### src/rtl/uart_tx_fifo.sv
// uart_tx_fifo: UART transmitter (8N1, LSB first) fed by a small byte FIFO.
// Upstream pushes bytes with a valid/ready handshake. The FSM drains the FIFO
// and streams frames onto a single idle-high serial line. When a byte is
// waiting at the end of a stop bit, the next start bit follows with no gap.
//
// Optional feature: define UART_TX_PARITY_EN to insert an even-parity bit
// between the data bits and the stop bit. Frames then take 11 bit times.
//
// Parameters:
//   CLK_FREQ   - system clock frequency in Hz
//   BAUD       - line rate in bit/s; each bit lasts CLK_FREQ/BAUD cycles
//   FIFO_DEPTH - input FIFO entries (power of two, >= 2)
//
// Ports:
//   clk       - system clock, rising edge
//   rst       - synchronous active-high reset; aborts any frame in flight
//   data      - byte to transmit
//   valid_in  - data is valid this cycle
//   ready_out - FIFO not full; a byte is accepted when valid_in && ready_out
//   tx        - serial output, idle high, registered
//   busy      - a frame is on the line or the FIFO holds bytes
module uart_tx_fifo #(
    parameter int CLK_FREQ   = 100_000_000,
    parameter int BAUD       = 115200,
    parameter int FIFO_DEPTH = 4
) (
    input  logic       clk,
    input  logic       rst,
    input  logic [7:0] data,
    input  logic       valid_in,
    output logic       ready_out,
    output logic       tx,
    output logic       busy
);

    localparam int BAUD_CNT = CLK_FREQ / BAUD;
    localparam int BW       = (BAUD_CNT > 1) ? $clog2(BAUD_CNT) : 1;
    localparam int AW       = (FIFO_DEPTH > 1) ? $clog2(FIFO_DEPTH) : 1;
    localparam logic [BW-1:0] BAUD_RELOAD = BW'(BAUD_CNT - 1);
    localparam logic [AW:0]   FULL_COUNT  = (AW+1)'(FIFO_DEPTH);

    typedef enum logic [2:0] {
        IDLE,
        START,
        DATA,
`ifdef UART_TX_PARITY_EN
        PARITY,
`endif
        STOP
    } state_t;

    state_t          state;
    logic [BW-1:0]   baud_cnt;
    logic [2:0]      bit_idx;
    logic [7:0]      shift_reg;

    logic [7:0]      mem [FIFO_DEPTH];
    logic [AW-1:0]   wr_ptr;
    logic [AW-1:0]   rd_ptr;
    logic [AW:0]     count;
    logic            push;
    logic            pop;

    // A full FIFO refuses a push even when a pop happens on the same edge.
    assign ready_out = (count != FULL_COUNT);
    assign push      = valid_in && ready_out;
    // The FSM takes a byte either from idle or at the last cycle of a stop bit.
    assign pop       = (count != '0) &&
                       ((state == IDLE) || (state == STOP && baud_cnt == '0));
    assign busy      = (state != IDLE) || (count != '0);

    // Storage is not reset; pointers and count define which entries are live.
    always_ff @(posedge clk) begin
        if (push) mem[wr_ptr] <= data;
    end

    // Pointers wrap naturally because the depth is a power of two.
    always_ff @(posedge clk) begin
        if (rst) begin
            wr_ptr <= '0;
            rd_ptr <= '0;
            count  <= '0;
        end else begin
            if (push) wr_ptr <= wr_ptr + AW'(1);
            if (pop)  rd_ptr <= rd_ptr + AW'(1);
            case ({push, pop})
                2'b10:   count <= count + (AW+1)'(1);
                2'b01:   count <= count - (AW+1)'(1);
                default: count <= count;
            endcase
        end
    end

    always_ff @(posedge clk) begin
        if (rst) begin
            state     <= IDLE;
            tx        <= 1'b1;
            baud_cnt  <= '0;
            bit_idx   <= '0;
            shift_reg <= '0;
        end else begin
            case (state)
                IDLE: begin
                    tx <= 1'b1;
                    if (pop) begin
                        shift_reg <= mem[rd_ptr];
                        baud_cnt  <= BAUD_RELOAD;
                        tx        <= 1'b0;
                        state     <= START;
                    end
                end
                START: begin
                    if (baud_cnt == '0) begin
                        tx       <= shift_reg[0];
                        bit_idx  <= '0;
                        baud_cnt <= BAUD_RELOAD;
                        state    <= DATA;
                    end else begin
                        baud_cnt <= baud_cnt - BW'(1);
                    end
                end
                DATA: begin
                    if (baud_cnt == '0) begin
                        baud_cnt <= BAUD_RELOAD;
                        if (bit_idx == 3'd7) begin
`ifdef UART_TX_PARITY_EN
                            tx    <= ^shift_reg;
                            state <= PARITY;
`else
                            tx    <= 1'b1;
                            state <= STOP;
`endif
                        end else begin
                            bit_idx <= bit_idx + 3'd1;
                            tx      <= shift_reg[bit_idx + 3'd1];
                        end
                    end else begin
                        baud_cnt <= baud_cnt - BW'(1);
                    end
                end
`ifdef UART_TX_PARITY_EN
                PARITY: begin
                    if (baud_cnt == '0) begin
                        tx       <= 1'b1;
                        baud_cnt <= BAUD_RELOAD;
                        state    <= STOP;
                    end else begin
                        baud_cnt <= baud_cnt - BW'(1);
                    end
                end
`endif
                STOP: begin
                    if (baud_cnt == '0) begin
                        if (pop) begin
                            // Back-to-back frame: start bit follows immediately.
                            shift_reg <= mem[rd_ptr];
                            baud_cnt  <= BAUD_RELOAD;
                            tx        <= 1'b0;
                            state     <= START;
                        end else begin
                            state <= IDLE;
                        end
                    end else begin
                        baud_cnt <= baud_cnt - BW'(1);
                    end
                end
                default: begin
                    tx    <= 1'b1;
                    state <= IDLE;
                end
            endcase
        end
    end

endmodule

### config.mk
export PLATFORM = sky130hd
export DESIGN_NAME = uart_tx_fifo
export DESIGN_NICKNAME = d
export VERILOG_FILES = /design/src/rtl/uart_tx_fifo.sv
export SDC_FILE = /design/constraint.sdc
export NUM_CORES = 1
export LEC_CHECK = 0
export ABC_AREA = 1
export CORE_MARGIN = 2
export CORE_UTILIZATION = 43
export DETAILED_ROUTE_END_ITERATION = 12
export GPL_TIMING_DRIVEN = 0
export PLACE_DENSITY = 0.57
export SYNTH_ARGS = -nofsm -noshare
export SYNTH_HDL_FRONTEND = slang
export SYNTH_SLANG_ARGS = --single-unit
### constraint.sdc
create_clock -name clk -period 4.1 [get_ports clk]
set_input_delay 0.615 -clock clk [delete_from_list [all_inputs] [get_ports clk]]
set_output_delay 0.615 -clock clk [all_outputs]
set_load 0.01 [all_outputs]
# After elaboration in Yosys (flattened, before gate mapping)

Memory sizes are Yosys's and may differ from the RTL's. A register that Yosys moved wholly into a read port is not among the register bits.
Index checks and enable logic that the tools add are counted.

$add $sub $neg: 6
$lt $le $gt $ge: 1
Equality and inequality tests: 14
Mux-type cells: 32
Reduce and logical (&&, ||, !) cells: 18

Operator list:

| kind                  | count |
|---|---|
| $mux 10               | 3 |
| $pmux 10 s3           | 1 |
| $mux 3                | 8 |
| $mux 8                | 2 |
| $pmux 8 s2            | 1 |
| $ne 2x2->1 const B    | 6 |
| $pmux 3 s2            | 2 |
| $pmux 3 s4            | 1 |
| $logic_not 10->1      | 1 |
| $mux 1                | 10 |
| $sub 10x1->10 const B | 1 |
| $reduce_bool 3->1     | 3 |
| $reduce_and 4->1      | 2 |
| $add 3x1->3 const B   | 2 |
| $eq 3x2->1 const B    | 2 |
| $reduce_bool 2->1     | 3 |
| $reduce_and 5->1      | 1 |
| $add 2x1->2 const B   | 2 |
| $lt 3x4->1 const B    | 1 |
| $mux 2                | 2 |
| $pmux 1 s4            | 1 |
| $bmux 1 s3            | 1 |
| $eq 3x1->1 const B    | 1 |
| $eq 3x3->1 const B    | 1 |
| 10 further kinds      | 13 |

Bits in registers: 32
Memory bits (writable): 32
Input bits: 11
Output and inout bits: 3
Logic and storage cells: 80
Memories kept: 1

Memories:

| memory | words | bits a word | rd ports | clocked after memory_dff | write ports | RTL line | text |
|---|---|---|---|---|---|---|---|
| mem    | 4     | 8           | 1        | 1                        | 1           | 57       | `logic [7:0] mem [FIFO_DEPTH];` |

# Logic depth before layout (Yosys ltp)

Gate-level depths: netlist of run 1.

Word-level depth: 7
Gate-level depth with buffers: 15
Mapped depth without buffers: 15

# Worst setup path before layout of run 1

Ideal clock, no wire load.

Path kind: reg2reg
Start: register baud_cnt[0]
End: register count[2]
Arrival: 2.067 ns
Setup slack: 1.911 ns
Stages on the path, launching flop included: 16
Buffers on the path: 0
Period minus slack after synthesis: 2.189 ns
Cells stage by stage: dfxtp_1 inv_1 ha_1 nand2_1 nor2_4 nand3_2 nand2_2 nand2_2 clkinv_2 ha_1 inv_1 fa_1 a21oi_1 o21ai_0 o21ai_0 a21oi_1

Cells in the longest elaborated chain, start to end: 6

Ends and longest elaborated chain:

| item                                                   | RTL line | text |
|---|---|---|
| start, declared                                        | 53       | `logic [BW-1:0] baud_cnt;` |
| start signal, assigned                                 | 119      | `baud_cnt <= baud_cnt - BW'(1);` |
| start signal, assigned                                 | 138      | `baud_cnt <= baud_cnt - BW'(1);` |
| start signal, assigned                                 | 164      | `baud_cnt <= baud_cnt - BW'(1);` |
| $logic_not 10->1 (*)                                   | 69       | `((state == IDLE) \|\| (state == STOP && baud_cnt == '0));` |
| $logic_and 1x1->1 (*)                                  | 69       |  |
| $logic_or 1x1->1 (*)                                   | 69       |  |
| $logic_and 1x1->1 (*)                                  | 68       | `assign pop = (count != '0) &&` |
| named net pop                                          | 62       | `logic pop;` |
| $eq 2x1->1 / $eq 2x2->1 (equally long branches)        | 86       | `case ({push, pop})` |
| $pmux 3 s2 / $reduce_bool 2->1 (equally long branches) | n/a      |  |
| end signal, assigned                                   | 87       | `2'b10: count <= count + (AW+1)'(1);` |
| end signal, assigned                                   | 88       | `2'b01: count <= count - (AW+1)'(1);` |
| end signal, assigned                                   | 89       | `default: count <= count;` |
| end, declared                                          | 60       | `logic [AW:0] count;` |

Mark *: on every way through the listed nets, which the timed path passes. The rest lies on a longest branch.
A chain may end at the register's enable or synchronous reset.

# Worst setup path after layout of run 1

Start: register count[0]
End: output busy

Cells in the longest elaborated chain, start to end: 2

Ends and longest elaborated chain:

| item              | RTL line | text |
|---|---|---|
| $reduce_bool 3->1 | 70       | `assign busy = (state != IDLE) \|\| (count != '0);` |
| $logic_or 1x1->1  | 70       |  |
| end, declared     | 33       | `output logic busy` |

Every way passes these cells.

==> results of run 1 <==
## power breakdown
part / internal [W] / total [W] / switching (W)
Combinational: 0.000507 / 0.00141 / 0.000904
Clock: 0.000346 / 0.000609 / 0.000263
Sequential: 0.000831 / 0.000930 / 0.0000990
## stage by stage
step	hold slack (ns)	setup slack, ns	area [sq um]
detailed placement	0.4564	1.645	3533
floorplan	0.4301	1.911	3279
global placement	0.4478	1.658	3533
CTS	0.4716	1.527	3751
finish	0.4654	1.587	3751
global route	0.4933	1.316	3751
## per-layer routing
| layer | vias to the layer above | share of wire, % | track usage, % |
|---|---|---|---|
| li1 | 1320 | - | - |
| met1 | 1154 | 51 | 24.91 |
| met2 | 48 | 44 | 27.78 |
| met3 | 11 | 3.5 | 4.896 |
| met4 | 0 | 1.6 | 6.439 |
| met5 | - | 0 | 0 |
## cells in the final DEF (no fill, tap or decap), types with 13 or more instances in the layout
cell              n
a21oi_1          29
ha_1             15
clkdlybuf4s50_1  13
nand3_1          23
inv_1            49
nor2_1           50
edfxtp_1         32
o21ai_0          28
dfxtp_1          33
nand2_1          64
## path summary, 6_finish.rpt
check / slack (ns) / from / endpoint
worst max register to register: 1.62 / baud_cnt[0] / count[2]
worst min register to register: 0.47 / bit_idx[1] / bit_idx[1]
worst min-delay path: 0.47 / bit_idx[1] / bit_idx[1]
worst max-delay path: 1.59 / count[0] / busy
## logic make-up after synthesis
group | share of synthesized area (%)
AO/OA/AOI/OAI | 13.24
XOR/XNOR | 0.5342
adder cells (fa/ha/maj) | 6.333
buffers and inverters | 7.516
flip-flops | 49.45
multiplexers | 0.3052
AND/OR/NAND/NOR | 22.62
## area by class of cell
| class | count | share of cell area (%) |
|---|---|---|
| Timing Repair Buffer | 13 | 3.469 |
| Sequential cell | 65 | 43.23 |
| Tap cell | 99 | 3.302 |
| Inverter | 55 | 5.537 |
| Clock buffer | 10 | 3.402 |
| Buffer | 8 | 1.034 |
| Clock inverter | 6 | 2.402 |
| Multi-Input combinational cell | 254 | 37.62 |
## tightest hold or removal path, stage by stage, from the launching register on
cell and delay (ns):
dfxtp_1 0.32, inv_1 0.05, a211oi_1 0.06
==> reports/results.tsv, run 1 <==
stage	metric	value	unit
cells_and_area	Final nets	433	
cts	setup bufs post-CTS	0	
cts	post-CTS sizing	0	
cts	Root Driver	clkbuf_8	
logic_synthesis	Mapped Area	3279	sq um
placement	DP Wirelength	4.801	mm
logic_synthesis	Yosys cell types	36	
floorplanning	Die H	91.33	microns
pwr	total power	0.002950	W
detailed_routing	Avg WL per Cell	13.28	microns
logic_synthesis	EDFF count, synth	32	
critical_path	critical path launch point type	register	
global_routing	GRT overflow	0	
cells_and_area	synthesis-to-finish area growth	14.38	%
critical_path	worst path bufs/invs	1	
sta	Final period util	61.29	%
logic_synthesis	most common cell in the synthesized netlist	nand2_1	
cts	Worst-Skew Late Latency	0.35	ns
global_routing	gr usage total	18.19	%
sta	Final Max Tran Viols	0	
cells_and_area	share of cells above drive strength 1	10.71	%
cells_and_area	fill count	684	
sta	RSZ-0062 raised after global routing	false	
cts	CTS buffer count	9	
detailed_routing	initial drt markers	150	
logic_synthesis	Mapped Nets	409	
sta	FMAX	0.3980	GHz
critical_path	Levels on crit path	3	
logic_synthesis	Post-synth top cells	nand2_1, nor2_1, inv_1, dfxtp_1, edfxtp_1	
sta	Rel. slew slack	45.38	%
critical_path	CP cell instances	nor3_2 -> nand2_1 -> clkdlybuf4s50_1	
detailed_routing	Vias	2533	
cts	CTS tree	built	
floorplanning	# rows	31	
logic_synthesis	average size of a mapped cell	8.585	sq um
global_routing	initial antenna violation count	0	
floorplanning	Die ar.	8341	sq um
critical_path	Worst path slowest cell	clkdlybuf4s50_1	
floorplanning	io pins	14	
placement	Placed Instances	494	
job	MaxCap Viol Count	0	
global_routing	first-pass GRT wire length	11.81	mm
pwr	Worst IR Drop VDD	0.2696	mV
cells_and_area	area of the multi-input gates	1411	sq um
critical_path	Crit path arrival time	1.90	ns
sta	Worst Tran Pin Value	0.8163	ns
sta	clk_skew	0.01023	ns
detailed_routing	final antenna-violating net count	0	
critical_path	crit path kind	register to output pin	
floorplanning	initial core utilization	44.73	%
cells_and_area	non-filler cells, final	510	
cts	Clock Sinks	65	
cells_and_area	fin util	51.17	%
pwr	Power Dens Cells	786.6	nW/um^2
logic_synthesis	sequential area share after synthesis	49.45	%
critical_path	CP Capture Type	output pin	
sta	setup TNS	0	ns
critical_path	CP max FO	5	
cells_and_area	Reg area	1622	sq um
logic_synthesis	Mapped Cells	382	
floorplanning	DIE WIDTH	91.33	microns
logic_synthesis	Synth Flop Type	dfxtp_1	
sta	Hold Vio Cnt, Final	0	
placement	IO Port Bufs	13	
cts	clk buf depth	2	
critical_path	FF-to-FF path depth	15	
sta	Final min period	2.513	ns
floorplanning	core area	7331	sq um
placement	GP Congestion	0.8200	
critical_path	required time of the critical path	3.48	ns
global_routing	largest net degree at the start of global routing	13	
logic_synthesis	Area contributors post-synth	edfxtp_1, dfxtp_1, nand2_1, ha_1, nor2_1	
detailed_routing	DRT Pass-1 Iters	5	
logic_synthesis	Post-synth ARST share	0	%
run_status	status	finished clean	
pwr	Leak Pwr	1.579	nW
critical_path	crit-path leading delay family	simple AND/OR/NAND/NOR gates	
cts	CTS clk-pin slew, worst paths	0.07	ns
cells_and_area	Diodes inserted	0	
cts	CTS HTree Levels	3	
sta	setup violators final	0	
logic_synthesis	largest area contributor in the netlist	edfxtp_1	
hold_path	hold path depth	2	
logic_synthesis	Ys Warns	0	
cts	hold buffer count at cts	0	
cells_and_area	number of flip-flops in the largest register	32	
hold_path	Hold/Removal Path Class	register to register	
logic_synthesis	Seq cells post-synth	65	
detailed_routing	DRC violation count after routing	0	
detailed_routing	via/cell ratio	4.967	
critical_path	crit-path max cell delay	0.53	ns
logic_synthesis	top cell type's share of synthesized area	29.30	%
global_routing	number of global-route vias before repair	2520	
detailed_routing	routed wire length	6.771	mm
Note: power is estimated with default switching activity, not from simulation.
==> run 2, diff against run 1 <==
PLACE_DENSITY = 0.59   (was 0.57)
clock period = 2.09 ns   (was 4.1 ns; I/O delays follow)
==> run 2 against run 1 <==
  * Die area is the same
  * Worst setup slack lost 1.6 ns
  * Non-clock buffer count grew 15
  * Flip-flop and latch count is the same
  * Critical path depth grew 12
  * Register-to-register slack lost 1.6 ns
  * Worst hold slack is essentially flat
  * Combinational power grew 120%
  * Largest power group unchanged
==> reports/results.tsv, run 2 (synthesized netlist as in run 1, its figures left out) <==
stage	metric	value	unit	change
pwr	Power Dens Cells	1551	nW/um^2	was 786.6 nW/um^2
pwr	Leak Pwr	1.650	nW	was 1.579 nW
run_status	status	finished clean		unchanged
pwr	Worst IR Drop VDD	0.7240	mV	was 0.2696 mV
global_routing	first-pass GRT wire length	11.03	mm	was 11.81 mm
job	MaxCap Viol Count	0		unchanged
global_routing	initial antenna violation count	0		unchanged
cells_and_area	synthesis-to-finish area growth	19.92	%	was 14.38%
cells_and_area	share of cells above drive strength 1	18.78	%	was 10.71%
floorplanning	Die ar.	8341	sq um	unchanged
critical_path	Critical path origin	baud_cnt[0]		was count[0]
sta	Hold Vio Cnt, Final	0		unchanged
cells_and_area	fin area	3933	sq um	was 3751 sq um
critical_path	CP max FO	3		was 5
pwr	total power	0.006100	W	was 0.002950 W
global_routing	largest net degree at the start of global routing	14		was 13
critical_path	FF-to-FF path depth	15		unchanged
cts	hold buffer count at cts	0		unchanged
sta	Rel. slew slack	45.33	%	was 45.38%
detailed_routing	final antenna-violating net count	0		unchanged
cts	clk buf depth	2		unchanged
floorplanning	Die H	91.33	microns	unchanged
detailed_routing	DRT Pass-1 Iters	4		was 5
cells_and_area	fin util	53.64	%	was 51.17%
floorplanning	initial core utilization	44.73	%	unchanged
cts	Root Driver	clkbuf_8		unchanged
global_routing	gr usage total	16.69	%	was 18.19%
cells_and_area	most frequent cells in the layout	nand2_1, nor2_1, inv_1, edfxtp_1, a21oi_1		was nand2_1, nor2_1, inv_1, dfxtp_1, edfxtp_1
sta	Worst Tran Pin Value	0.8171	ns	was 0.8163 ns
sta	Final min period	2.084	ns	
critical_path	required time of the critical path	2.32	ns	was 3.48 ns
cts	CTS HTree Levels	3		unchanged
placement	GP Congestion	0.8552		was 0.8200
placement	dpl ws	-0.2103	ns	was 1.645 ns
cells_and_area	number of flip-flops in the largest register	32		unchanged
detailed_routing	Avg WL per Cell	12.80	microns	was 13.28 microns
critical_path	Crit Reg-Reg Endpoint	count[2]		unchanged
sta	Final Max Tran Viols	0		unchanged
cts	CTS clk-pin slew, worst paths	0.08	ns	was 0.07 ns
cts	Clock Sinks	65		unchanged
placement	DP Wirelength	4.522	mm	was 4.801 mm
floorplanning	DIE WIDTH	91.33	microns	unchanged
global_routing	number of global-route vias before repair	2452		was 2520
cells_and_area	Diodes inserted	0		unchanged
detailed_routing	via/cell ratio	5.017		was 4.967
sta	Final period util	99.72	%	
sta	FMAX	0.4798	GHz	
critical_path	CP Capture Type	register		was output pin
critical_path	crit path kind	register to register		was register to output pin
sta	setup violators final	0		unchanged
critical_path	Crit path arrival time	2.31	ns	was 1.90 ns
global_routing	GRT overflow	0		unchanged
detailed_routing	routed wire length	6.720	mm	was 6.771 mm
cts	CTS buffer count	9		unchanged
critical_path	Worst R2R Setup Slack	0.006	ns	was 1.62 ns
floorplanning	# rows	31		unchanged
floorplanning	io pins	14		unchanged
critical_path	Critical Path End	count[2]		was busy
cts	Worst-Skew Late Latency	0.34	ns	was 0.35 ns
critical_path	critical path launch point type	register		unchanged
sta	worst setup margin	0.005837	ns	was 1.587 ns
cells_and_area	Final nets	448		was 433
cts	CTS tree	built		unchanged
floorplanning	core area	7331	sq um	unchanged
critical_path	worst r2r src	baud_cnt[0]		unchanged
sta	RSZ-0062 raised after global routing	true		was false
placement	IO Port Bufs	13		unchanged
cells_and_area	most common cell after layout, fill and taps aside	nand2_1		unchanged
hold_path	Hold/Removal Path Class	register to register		unchanged
detailed_routing	DRC violation count after routing	0		unchanged
detailed_routing	Vias	2634		was 2533
placement	cell area after placement	3545	sq um	was 3533 sq um
detailed_routing	initial drt markers	121		was 150
sta	clk_skew	0.006948	ns	was 0.01023 ns
[run 2: cell count changes in the layout (fill, tap and decap cells not counted), sizes merged]
cell,change
dlymetal6s2s,+1
clkbuf,-1
clkdlybuf4s50,-1
bufinv,-1
buf,+15
clkinvlp,+2
[run 2: final cells by class]
| type | count | area [sq um] |
|---|---|---|
| plain buffers | 8 | 38.79 |
| clock buffers | 9 | 123.9 |
| clock inverters | 7 | 78.83 |
| fillers | 642 | 3398 |
| inverters | 55 | 214.0 |
| multi-input cells | 254 | 1479 |
| flip-flops and latches | 65 | 1629 |
| well taps | 99 | 123.9 |
| repair buffers | 28 | 245.2 |
[run 2: worst min-delay path by stage]
stage	slack, ns	from	cells past startpoint	endpoint
floorplan	0.41	data[0]	0	mem[0][0]
global placement	0.45	bit_idx[1]	2	bit_idx[1]
detailed placement	0.46	bit_idx[1]	2	bit_idx[1]
CTS	0.47	bit_idx[1]	2	bit_idx[1]
global route	0.49	bit_idx[1]	2	bit_idx[1]
finish	0.47	bit_idx[1]	2	bit_idx[1]
[run 2: metrics by stage]
stage	std cells	setup TNS [ns]	hold WS, ns
3_3_place_gp	494	-0.2667	0.4473
4_1_cts	516	0	0.4737
5_1_grt	525	-0.1297	0.4889
3_5_place_dp	494	-0.2886	0.4596
6_report	525	0	0.4656
2_1_floorplan	382	0	0.4124
[run 2: layer usage]
| layer | vias to the layer above | track usage, % | share of wire (%) |
|---|---|---|---|
| met5 | - | 0 | 0 |
| met3 | 13 | 5.145 | 4.2 |
| li1 | 1353 | - | - |
| met2 | 59 | 29.51 | 49 |
| met4 | 0 | 5.177 | 1.7 |
| met1 | 1209 | 19.30 | 45 |
[run 2: critical path, stage by stage (launching register included)]
cell	delay [ns]
dfxtp_2	0.33
inv_2	0.08
ha_4	0.15
nand2_4	0.06
nor2_4	0.12
nand3_2	0.09
nand2_2	0.11
nand2_4	0.07
clkinv_4	0.06
ha_4	0.13
inv_4	0.04
fa_2	0.36
a21oi_2	0.12
o21ai_1	0.08
o21ai_1	0.14
a21oi_1	0.06
[run 2: repair_timing]
action                     CTS  global route
gates resized for setup     12            12
setup endpoints to repair    3             3
buffers inserted             6             9
pin swaps                    6             8
[run 2: report_power, final]
group	switching [W]	internal, W
clock network	0.000514	0.000562
registers	0.000220	0.00164
logic	0.00188	0.00128
==> run 3, diff against run 2 <==
CAP_MARGIN = 20   (was not set)
GPL_TIMING_DRIVEN = not set   (was 0)
==> run 3 against run 2 <==
  * Flip-flop and latch count unchanged
  * Register-to-register slack improved by 0.05 ns
  * Utilization is 0.41 points higher
  * Combinational power fell by 2%
  * Worst hold slack better by 0.0077 ns
  * Sequential power about the same
  * Die area did not move
  * Largest power group unchanged
==> reports/results.tsv, run 3 (synthesized netlist as in run 1, its figures left out) <==
stage	metric	value	unit	change
detailed_routing	Avg WL per Cell	12.53	microns	was 12.80 microns
run_status	status	finished clean		unchanged
cts	CTS clk-pin slew, worst paths	0.08	ns	about the same
cts	CTS tree	built		unchanged
critical_path	Worst R2R Setup Slack	0.05	ns	was 0.006 ns
cells_and_area	fill count	677		was 642
detailed_routing	routed wire length	6.591	mm	was 6.720 mm
global_routing	GR Layer Usage met3	4.481	%	was 5.145%
sta	setup violators final	0		unchanged
placement	cell area after placement	3633	sq um	was 3545 sq um
sta	worst setup margin	0.05402	ns	was 0.005837 ns
job	MaxCap Viol Count	0		unchanged
pwr	Worst IR Drop VDD	0.6802	mV	was 0.7240 mV
floorplanning	DIE WIDTH	91.33	microns	unchanged
sta	Hold Vio Cnt, Final	0		unchanged
detailed_routing	initial drt markers	100		was 121
cts	Root Driver	clkbuf_8		unchanged
global_routing	initial antenna violation count	0		unchanged
sta	Final period util	97.42	%	was 99.72%
floorplanning	initial core utilization	44.73	%	unchanged
placement	dpl ws	-0.06797	ns	was -0.2103 ns
cells_and_area	most common cell after layout, fill and taps aside	nand2_1		unchanged
floorplanning	Die ar.	8341	sq um	unchanged
critical_path	crit-path leading delay family	adder cells		unchanged
floorplanning	Die H	91.33	microns	unchanged
detailed_routing	via/cell ratio	4.947		was 5.017
cells_and_area	Diodes inserted	0		unchanged
critical_path	CP Capture Type	register		unchanged
pwr	Power Dens Cells	1558	nW/um^2	was 1551 nW/um^2
critical_path	Crit path arrival time	2.27	ns	was 2.31 ns
global_routing	met2 GRT Util	29.44	%	was 29.51%
cells_and_area	Final nets	449		was 448
cts	CTS HTree Levels	3		unchanged
cells_and_area	share of cells above drive strength 1	18.50	%	was 18.78%
placement	DP Wirelength	4.640	mm	was 4.522 mm
floorplanning	io pins	14		unchanged
critical_path	worst path bufs/invs	3		unchanged
hold_path	Hold/Removal Path Class	register to register		unchanged
global_routing	gr usage total	17.48	%	was 16.69%
placement	IO Port Bufs	13		unchanged
detailed_routing	DRT Pass-1 Iters	4		unchanged
sta	Final min period	2.036	ns	was 2.084 ns
critical_path	Worst path slowest cell	fa_2		unchanged
cells_and_area	most frequent cells in the layout	nand2_1, nor2_1, inv_1, edfxtp_1, dfxtp_1		was nand2_1, nor2_1, inv_1, edfxtp_1, a21oi_1
detailed_routing	final antenna-violating net count	0		unchanged
sta	Worst Tran Pin Value	0.5164	ns	was 0.8171 ns
detailed_routing	Vias	2602		was 2634
cts	CTS buffer count	9		unchanged
floorplanning	# rows	31		unchanged
placement	GP Congestion	0.8115		was 0.8552
global_routing	first-pass GRT wire length	11.45	mm	was 11.03 mm
cts	Clock Sinks	65		unchanged
global_routing	GRT overflow	0		unchanged
critical_path	crit-path max cell delay	0.34	ns	was 0.36 ns
cts	clk buf depth	2		unchanged
global_routing	largest net degree at the start of global routing	20		was 14
hold_path	hold path depth	2		unchanged
cells_and_area	synthesis-to-finish area growth	20.83	%	was 19.92%
sta	FMAX	0.4912	GHz	was 0.4798 GHz
floorplanning	core area	7331	sq um	unchanged
critical_path	Levels on crit path	15		unchanged
global_routing	number of global-route vias before repair	2504		was 2452
critical_path	FF-to-FF path depth	15		unchanged
global_routing	layer with the highest usage	met2		unchanged
cells_and_area	fin area	3963	sq um	was 3933 sq um
cts	Worst-Skew Late Latency	0.35	ns	was 0.34 ns
critical_path	crit path kind	register to register		unchanged
critical_path	critical path launch point type	register		unchanged
critical_path	required time of the critical path	2.33	ns	was 2.32 ns
detailed_routing	DRC violation count after routing	0		unchanged
sta	setup TNS	0	ns	unchanged
sta	clk_skew	0.008239	ns	was 0.006948 ns
sta	RSZ-0062 raised after global routing	true		unchanged
cells_and_area	number of flip-flops in the largest register	32		unchanged
critical_path	CP cell instances	inv_2 -> ha_4 -> nand2_4 -> nor2_4 -> nand3_2 -> nand2_2 -> nand2_4 -> clkinv_4 -> ha_4 -> inv_4 -> fa_2 -> a21oi_2 -> o21ai_2 -> o21ai_1 -> a21oi_1		was inv_2 -> ha_4 -> nand2_4 -> nor2_4 -> nand3_2 -> nand2_2 -> nand2_4 -> clkinv_4 -> ha_4 -> inv_4 -> fa_2 -> a21oi_2 -> o21ai_1 -> o21ai_1 -> a21oi_1
global_routing	met1 Usage GRT	21.59	%	was 19.30%
sta	Rel. slew slack	65.53	%	was 45.33%
sta	Final Max Tran Viols	0		unchanged
critical_path	CP max FO	5		was 3
pwr	Leak Pwr	1.686	nW	was 1.650 nW
-- run 3: path summary, 6_finish.rpt --
kind,end,startpoint
setup / recovery,count[2],baud_cnt[0]
hold / removal,bit_idx[1],bit_idx[1]
setup reg to reg,count[2],baud_cnt[0]
hold reg to reg,bit_idx[1],bit_idx[1]
-- run 3: timing repair --
action / in CTS / in global routing
gates cloned: 0 / 0
endpoints found under the setup margin: 2 / 2
buffers inserted: 3 / 4
resized for setup: 9 / 9
hold buffers: 0 / 0
pin swaps: 6 / 8
-- run 3: final cells by class --
cell class / count / area [sq um] / share of cell area [%]
clock buffer: 9 / 123.9 / 3.126
clock inverter: 7 / 102.6 / 2.589
inverter: 55 / 214.0 / 5.399
multi-input combinational: 254 / 1464 / 36.94
sequential: 65 / 1625 / 41.02
tap: 99 / 123.9 / 3.126
timing repair buffer: 37 / 309.0 / 7.799
-- run 3: worst min-delay path, cell delays in order, from the launching register on --
cell and delay [ns]:
dfxtp_1 0.32, inv_1 0.05, a211oi_1 0.05
-- run 3: metrics by stage --
step	power [W]	std cells	utilization, %	hold slack, ns
final	0.006173	526	54.05	0.4733
after global routing	0.006753	526	54.05	0.4902
after CTS	0.006100	522	53.25	0.4728
after detailed placement	0.004780	503	49.56	0.4592
after global placement	0.004746	503	49.56	0.4502
after floorplan	0.003986	382	-	0.4124
-- run 3: routing by layer --
| metal | vias to the layer above | part of all wire (%) |
|---|---|---|
| met1 | 1198 | 47 |
| met3 | 12 | 3.1 |
| met2 | 35 | 48 |
| met5 | - | 0 |
| met4 | 0 | 1.5 |
| li1 | 1357 | - |
-- run 3: where the power goes --
| part | switching [W] | internal, W |
|---|---|---|
| logic | 0.00185 | 0.00126 |
| registers | 0.000210 | 0.00163 |
| clock network | 0.000538 | 0.000686 |
| total | 0.00260 | 0.00358 |
